[src/rtl/rv32i_pkg.sv]
// rtl/rv32i_pkg.sv - shared RV32I control encodings
// Purpose: instruction-class codes, opcodes, control-FSM states and
//          datapath mux select encodings used by the control unit and decoders.
package rv32i_pkg;

   // Instruction-class codes consumed by the immediate generator
   localparam logic [3:0] CLS_LOAD    = 4'd0;
   localparam logic [3:0] CLS_IMM     = 4'd1;
   localparam logic [3:0] CLS_STORE   = 4'd2;
   localparam logic [3:0] CLS_REG     = 4'd3;
   localparam logic [3:0] CLS_LUI     = 4'd4;
   localparam logic [3:0] CLS_AUIPC   = 4'd5;
   localparam logic [3:0] CLS_BRNCH   = 4'd6;
   localparam logic [3:0] CLS_JALR    = 4'd7;
   localparam logic [3:0] CLS_JAL     = 4'd8;
   localparam logic [3:0] CLS_ILLEGAL = 4'd15;

   // Major opcodes, inst[6:0]
   localparam logic [6:0] OP_LOAD   = 7'b0000011;
   localparam logic [6:0] OP_IMM    = 7'b0010011;
   localparam logic [6:0] OP_STORE  = 7'b0100011;
   localparam logic [6:0] OP_REG    = 7'b0110011;
   localparam logic [6:0] OP_LUI    = 7'b0110111;
   localparam logic [6:0] OP_AUIPC  = 7'b0010111;
   localparam logic [6:0] OP_BRANCH = 7'b1100011;
   localparam logic [6:0] OP_JALR   = 7'b1100111;
   localparam logic [6:0] OP_JAL    = 7'b1101111;

   typedef enum logic [2:0] {
      ST_INIT,
      ST_FETCH,
      ST_DECODE,
      ST_EXEC,
      ST_MEM,
      ST_WB,
      ST_TRAP
   } state_e;

   // ALU operand A / B selects
   localparam logic [1:0] SRC_A_RS1  = 2'd0;
   localparam logic [1:0] SRC_A_PC   = 2'd1;
   localparam logic [1:0] SRC_A_ZERO = 2'd2;
   localparam logic       SRC_B_RS2  = 1'b0;
   localparam logic       SRC_B_IMM  = 1'b1;

   // Register-file writeback selects
   localparam logic [1:0] WB_ALU = 2'd0;
   localparam logic [1:0] WB_MEM = 2'd1;
   localparam logic [1:0] WB_PC4 = 2'd2;

   // Next-PC selects
   localparam logic [1:0] PC_PLUS4     = 2'd0;
   localparam logic [1:0] PC_ALU       = 2'd1;
   localparam logic [1:0] PC_ALU_ALIGN = 2'd2;
   localparam logic [1:0] PC_RESET     = 2'd3;

endpackage

[src/rtl/inst_classify.sv]
// rtl/inst_classify.sv - combinational RV32I opcode to instruction-class decode
// Purpose: map a major opcode onto the 4-bit class code; unknown opcodes map to ILLEGAL.
// Ports:   opcode_i - inst[6:0]
//          cls_o    - class code (see rv32i_pkg)
module inst_classify
   import rv32i_pkg::*;
(
   input  logic [6:0] opcode_i,
   output logic [3:0] cls_o
);

   always_comb begin
      cls_o = CLS_ILLEGAL;
      case (opcode_i)
         OP_LOAD:   cls_o = CLS_LOAD;
         OP_IMM:    cls_o = CLS_IMM;
         OP_STORE:  cls_o = CLS_STORE;
         OP_REG:    cls_o = CLS_REG;
         OP_LUI:    cls_o = CLS_LUI;
         OP_AUIPC:  cls_o = CLS_AUIPC;
         OP_BRANCH: cls_o = CLS_BRNCH;
         OP_JALR:   cls_o = CLS_JALR;
         OP_JAL:    cls_o = CLS_JAL;
         default:   cls_o = CLS_ILLEGAL;
      endcase
   end

endmodule

[src/rtl/ctrl_fsm.sv]
// rtl/ctrl_fsm.sv - multi-cycle RV32I control unit
// Purpose: sequence each instruction through FETCH/DECODE/EXEC/MEM/WB and drive
//          the datapath muxes, register-file write, PC update and memory handshakes.
// Ports:   clk, rst (sync, active-high)
//          inst, br_taken, imem_ready, dmem_ready      - datapath / memory status
//          imem_req, ir_we, dmem_req, dmem_we           - memory handshakes
//          imm_type, alu_src_a, alu_src_b, alu_op       - decode / ALU controls
//          rf_we, wb_sel, pc_we, pc_sel                 - writeback and PC update
//          illegal, instret                             - sticky trap flag, retire count
module ctrl_fsm
   import rv32i_pkg::*;
#(
   parameter logic [31:0] RESET_PC = 32'h0000_0000,
   parameter int unsigned CNT_W    = 32
) (
   input  logic             clk,
   input  logic             rst,
   input  logic [31:0]      inst,
   input  logic             br_taken,
   input  logic             imem_ready,
   input  logic             dmem_ready,
   output logic             imem_req,
   output logic             ir_we,
   output logic             dmem_req,
   output logic             dmem_we,
   output logic [3:0]       imm_type,
   output logic [1:0]       alu_src_a,
   output logic             alu_src_b,
   output logic [3:0]       alu_op,
   output logic             rf_we,
   output logic [1:0]       wb_sel,
   output logic             pc_we,
   output logic [1:0]       pc_sel,
   output logic             illegal,
   output logic [CNT_W-1:0] instret
);

   state_e           state_q, state_d;
   logic [3:0]       cls_q, cls_d;
   logic [3:0]       dec_cls;
   logic             illegal_q, illegal_d;
   logic [CNT_W-1:0] instret_q, instret_d;

   // RESET_PC is applied by the datapath; only the select lives here.
   logic unused_bits;
   assign unused_bits = ^{inst[31], inst[29:15], inst[11:7], RESET_PC};

   inst_classify u_classify (
      .opcode_i (inst[6:0]),
      .cls_o    (dec_cls)
   );

   always_ff @(posedge clk) begin
      if (rst) begin
         state_q   <= ST_INIT;
         cls_q     <= CLS_ILLEGAL;
         illegal_q <= 1'b0;
         instret_q <= '0;
      end else begin
         state_q   <= state_d;
         cls_q     <= cls_d;
         illegal_q <= illegal_d;
         instret_q <= instret_d;
      end
   end

   always_comb begin
      state_d   = state_q;
      cls_d     = cls_q;
      illegal_d = illegal_q;
      imem_req  = 1'b0;
      ir_we     = 1'b0;
      dmem_req  = 1'b0;
      dmem_we   = 1'b0;
      imm_type  = 4'd0;
      alu_src_a = SRC_A_RS1;
      alu_src_b = SRC_B_RS2;
      alu_op    = 4'd0;
      rf_we     = 1'b0;
      wb_sel    = WB_ALU;
      pc_we     = 1'b0;
      pc_sel    = PC_PLUS4;

      // The class register is valid from EXEC until the instruction retires.
      if (state_q == ST_EXEC || state_q == ST_MEM || state_q == ST_WB) begin
         imm_type = cls_q;
      end

      case (state_q)
         ST_INIT: begin
            pc_we   = 1'b1;
            pc_sel  = PC_RESET;
            state_d = ST_FETCH;
         end
         ST_FETCH: begin
            imem_req = 1'b1;
            ir_we    = imem_ready;
            if (imem_ready) state_d = ST_DECODE;
         end
         ST_DECODE: begin
            cls_d = dec_cls;
            if (dec_cls == CLS_ILLEGAL) begin
               state_d   = ST_TRAP;
               illegal_d = 1'b1;
            end else begin
               state_d = ST_EXEC;
            end
         end
         ST_EXEC: begin
            case (cls_q)
               CLS_LUI: begin
                  alu_src_a = SRC_A_ZERO;
                  alu_src_b = SRC_B_IMM;
               end
               CLS_AUIPC, CLS_JAL, CLS_BRNCH: begin
                  alu_src_a = SRC_A_PC;
                  alu_src_b = SRC_B_IMM;
               end
               CLS_REG: begin
                  alu_op = {inst[30], inst[14:12]};
               end
               CLS_IMM: begin
                  alu_src_b = SRC_B_IMM;
                  alu_op    = {inst[30], inst[14:12]};
               end
               default: begin
                  alu_src_b = SRC_B_IMM;
               end
            endcase
            if (cls_q == CLS_LOAD || cls_q == CLS_STORE) begin
               state_d = ST_MEM;
            end else if (cls_q == CLS_BRNCH) begin
               pc_we   = 1'b1;
               pc_sel  = br_taken ? PC_ALU : PC_PLUS4;
               state_d = ST_FETCH;
            end else begin
               state_d = ST_WB;
            end
         end
         ST_MEM: begin
            dmem_req = 1'b1;
            dmem_we  = (cls_q == CLS_STORE);
            if (dmem_ready) begin
               if (cls_q == CLS_STORE) begin
                  pc_we   = 1'b1;
                  pc_sel  = PC_PLUS4;
                  state_d = ST_FETCH;
               end else begin
                  state_d = ST_WB;
               end
            end
         end
         ST_WB: begin
            rf_we   = 1'b1;
            pc_we   = 1'b1;
            state_d = ST_FETCH;
            if (cls_q == CLS_LOAD) begin
               wb_sel = WB_MEM;
            end else if (cls_q == CLS_JAL || cls_q == CLS_JALR) begin
               wb_sel = WB_PC4;
            end
            if (cls_q == CLS_JAL) begin
               pc_sel = PC_ALU;
            end else if (cls_q == CLS_JALR) begin
               pc_sel = PC_ALU_ALIGN;
            end
         end
         ST_TRAP: begin
            state_d = ST_TRAP;
         end
         default: begin
            state_d = ST_INIT;
         end
      endcase

      // Every PC write outside INIT retires exactly one instruction.
      instret_d = instret_q;
      if (pc_we && state_q != ST_INIT) begin
         instret_d = instret_q + {{(CNT_W-1){1'b0}}, 1'b1};
      end

      // Reset quiesces every output, abandoning any outstanding request.
      if (rst) begin
         imem_req  = 1'b0;
         ir_we     = 1'b0;
         dmem_req  = 1'b0;
         dmem_we   = 1'b0;
         imm_type  = 4'd0;
         alu_src_a = 2'd0;
         alu_src_b = 1'b0;
         alu_op    = 4'd0;
         rf_we     = 1'b0;
         wb_sel    = 2'd0;
         pc_we     = 1'b0;
         pc_sel    = 2'd0;
      end
   end

   assign illegal = rst ? 1'b0 : illegal_q;
   assign instret = rst ? '0 : instret_q;

endmodule

[config.mk]
export PLATFORM = sky130hd
export DESIGN_NAME = ctrl_fsm
export DESIGN_NICKNAME = d
export VERILOG_FILES = /design/src/rtl/rv32i_pkg.sv /design/src/rtl/inst_classify.sv /design/src/rtl/ctrl_fsm.sv
export SDC_FILE = /design/constraint.sdc
export NUM_CORES = 1
export LEC_CHECK = 0
export CAP_MARGIN = 20
export CORE_MARGIN = 4
export CORE_UTILIZATION = 25
export DETAILED_ROUTE_END_ITERATION = 10
export PLACE_DENSITY = 0.55
export SLEW_MARGIN = 20
export SYNTH_ARGS = -nofsm -noshare
export SYNTH_HDL_FRONTEND = slang
export SYNTH_SLANG_ARGS = --single-unit
export TNS_END_PERCENT = 50
[constraint.sdc]
create_clock -name clk -period 5.5 [get_ports clk]
set_clock_uncertainty 0.05 [all_clocks]
set_input_delay 1.375 -clock clk [delete_from_list [all_inputs] [get_ports clk]]
set_output_delay 1.375 -clock clk [all_outputs]
set_load 0.05 [all_outputs]
==> run metrics <==
cts hold-fix bufs=0; CP max FO=4; wire length per cell=13.3 um; die width=111 um; gr usage total=11.5%; status=complete, no violations; Post-CTS Setup Inserts=0; max-slew violation count=0; Max Freq=0.212 GHz; DR vias=2691; critical path cell sequence=clkdlybuf4s50_1 -> nand2_1 -> a211oi_1 -> a21oi_1 -> nor2_1 -> clkdlybuf4s50_1; met1 WL=approximately 3500 um; most frequent CP cell=clkdlybuf4s50_1; Worst R2R Setup Slack=2980 ps; Req. time, crit path=a little over 4000 ps; Crit. End Element=output port; reg2reg end=instret_q[19]$_SDFFE_PP0P_; maximum VDD drop=between 80 and 90 uV; final setup fails=0; metal3 WL=406 um; DR WL met2=between 3000 and 4000 um; Filler cells=1134; # H-tree levels=2; initial antenna violation count=0; Clk Latency, worst-skew pair=290 ps; # port buffers=69; post_cts resized=0; initial DRC count=171; Max Root-Sink Buffers=2; Power Dens Cells=176 nW/um^2; Max-Cap Viols=0; RSZ-0062 raised after global routing=no; Initial Util=between 20% and 30%; CORE AREA=10400 um^2; Post-Syn Nets=389; Final Net Count=approximately 450; Syn Std Cell Area=2660 um^2; headroom to the max-slew limit=39.3%; post-route ant nets=0; Mean Syn Cell Area=7.59 um^2; largest net degree at the start of global routing=77; io pins=91; actual slew at the worst max-slew pin=~900 ps; ant diodes=0; origin of the worst min-delay path=illegal_q$_SDFFE_PP0P_; clock sinks=40; DRT Wirelength=roughly 7300 um; CTS tree=done; Primary FF master, synth=dfxtp_1; worst-case hold path end point=illegal_q$_SDFFE_PP0P_; total power draw=622 uW; max incr delay on CP=820 ps; Slowest-stage cell, CP=clkdlybuf4s50_1; Worst Path Arrival=between 3000 and 4000 ps; first-pass GRT wire length=12100 um; Rows=37; RR Startpoint=cls_q[0]$_SDFFE_PP1N_; Final Cycle Share=85.9%; Min-Delay Path Class=reg -> reg; Layout area overhead=32.9%; layout cell share with drive strength beyond 1=7.06%; Overflow after GRT=0; distinct cell type count after synthesis=51; Post-synth EDFFs=0; YS warnings=0; cells on worst reg2reg path=5; Min Clock Period, post-route=4730 ps; Startpoint Class=input pin; Fin. Hold Viols=0; DRC=0; Die Area=12400 um^2; Clock transition at path regs=70 ps; clock root buffer master=clkbuf_8; post-synthesis instance total=around 350; Detailed Place HPWL=5400 um; CP Class=in -> out; Async SR Flop Fraction=0%; Via density=4.92; CTS buffer count=5; sequential-to-total area share from yosys stat=a little under a third; number of global-route vias before repair=roughly 2500; setup_tns=0 ps; Die Ht=111 um; Pleak=0.00120 uW; Highest Signal Layer=met4; drt pass-1 iters=4; RePlAce Congestion=approximately 0.84; hold path depth=2; synthesis-stage register bit count=40
## Yosys cell counts (2+ instances only)
cell type | instances | area [um^2]
a21o_1 | 2 | 15.0
a21oi_1 | 22 | 110
a31oi_1 | 2 | 12.5
and2_1 | 14 | 87.6
and3_1 | 9 | 56.3
and4_1 | 2 | 17.5
and4b_1 | 2 | 20.0
buf_1 | 2 | 7.51
clkbuf_1 | 14 | 52.6
dfxtp_1 | 40 | 801
inv_1 | 6 | 22.5
mux2_2 | 11 | 124
nand2_1 | 25 | 93.8
nand2b_1 | 4 | 25.0
nand3_1 | 21 | 105
nand4_1 | 11 | 68.8
nor2_1 | 38 | 143
nor2b_1 | 35 | 219
nor3_1 | 12 | 60.1
nor3b_1 | 3 | 22.5
nor4_1 | 7 | 43.8
nor4b_1 | 2 | 17.5
nor4b_4 | 2 | 47.6
o21a_1 | 3 | 22.5
o21ai_0 | 14 | 70.1
o22ai_1 | 3 | 18.8
o31ai_1 | 5 | 37.5
or3_1 | 5 | 31.3
or4_1 | 7 | 52.6
xnor2_1 | 7 | 61.3
## cell usage in the layout (no fill, tap or decap), types with 2 or more instances in the layout
cell / instances
a21o_1: 2
a21oi_1: 22
a31oi_1: 2
and2_1: 14
and3_1: 9
and4_1: 2
and4b_1: 2
clkbuf_1: 2
clkbuf_8: 6
clkdlybuf4s50_1: 68
dfxtp_1: 40
inv_1: 6
mux2_2: 11
nand2_1: 25
nand2b_1: 4
nand3_1: 21
nand4_1: 11
nor2_1: 38
nor2b_1: 35
nor3_1: 12
nor3b_1: 3
nor4_1: 7
nor4b_1: 2
nor4b_4: 2
o21a_1: 3
o21ai_0: 14
o22ai_1: 3
o31ai_1: 5
or3_1: 5
or4_1: 7
xnor2_1: 7
## worst max-delay path, delay by kind of cell
| family | cells | cell delay, ps |
|---|---|---|
| compound gates | 2 | 310 |
| buf+inv | 2 | 1420 |
| simple gates | 2 | 190 |
## worst max-delay path by stage
| stage | end | startpoint | slack, ps |
|---|---|---|---|
| after floorplan | wb_sel[0] | rst | 700 |
| after global placement | pc_we | dmem_ready | 780 |
| after detailed placement | pc_we | dmem_ready | 790 |
| after CTS | pc_we | dmem_ready | 770 |
| after global routing | pc_we | dmem_ready | 620 |
| final | pc_we | dmem_ready | 770 |
## power by group
| part | internal, uW | total (uW) | switching, uW | leakage, uW |
|---|---|---|---|---|
| sequential | 293 | 304 | 11.0 | 0.000323 |
| combinational | 44.2 | 116 | 72.1 | 0.000830 |
| clock | 102 | 201 | 99.0 | 0.0000455 |
| total | 440 | 622 | 182 | 0.00120 |
## kinds of logic (layout without fill, tap and decap cells)
logic type / after synthesis / after routing / share of synthesized area, %
DFF: 40 / 40 / 30.1
and+or+nand+nor: 209 / 209 / 45.0
xor gates and xnor gates: 8 / 8 / 2.63
AOI/OAI and AO/OA: 58 / 58 / 13.5
adders and majority gates: 1 / 1 / 0.470
buffers and inverters: 24 / 84 / 3.71
muxes: 11 / 11 / 4.65
## routing by layer
| metal | vias to the layer above | global-route usage, % |
|---|---|---|
| li1 | 1377 | - |
| met1 | 1227 | 16.3 |
| met2 | 78 | 17.6 |
| met3 | 9 | 2.67 |
| met4 | 0 | 2.60 |
| met5 | - | 0 |
## state kept, by name (all words and copies together) (netlist names)
register,cells
cls_q,4
instret_q,32
illegal_q,1
state_q,3
## area by class of cell
class | instances | area (um^2) | area share (%)
multi-input combinational | 287 | 1760 | 49.8
sequential | 40 | 801 | 22.6
timing repair buffer | 70 | 693 | 19.6
tap | 136 | 170 | 4.81
clock buffer | 8 | 90.1 | 2.54
inverter | 6 | 22.5 | 0.636
## metrics by stage
step                hold slack [ps]  setup slack (ps)  util (%)  cell area (um^2)  std cells
floorplan                       379               701         -              2660        351
global placement                397               784      33.3              3450        539
detailed placement              410               786      33.3              3450        539
CTS                             429               769      34.1              3540        547
global route                    463               615      34.1              3540        547
finish                          421               774      34.1              3540        547
Power figures use the tool's default switching activity.
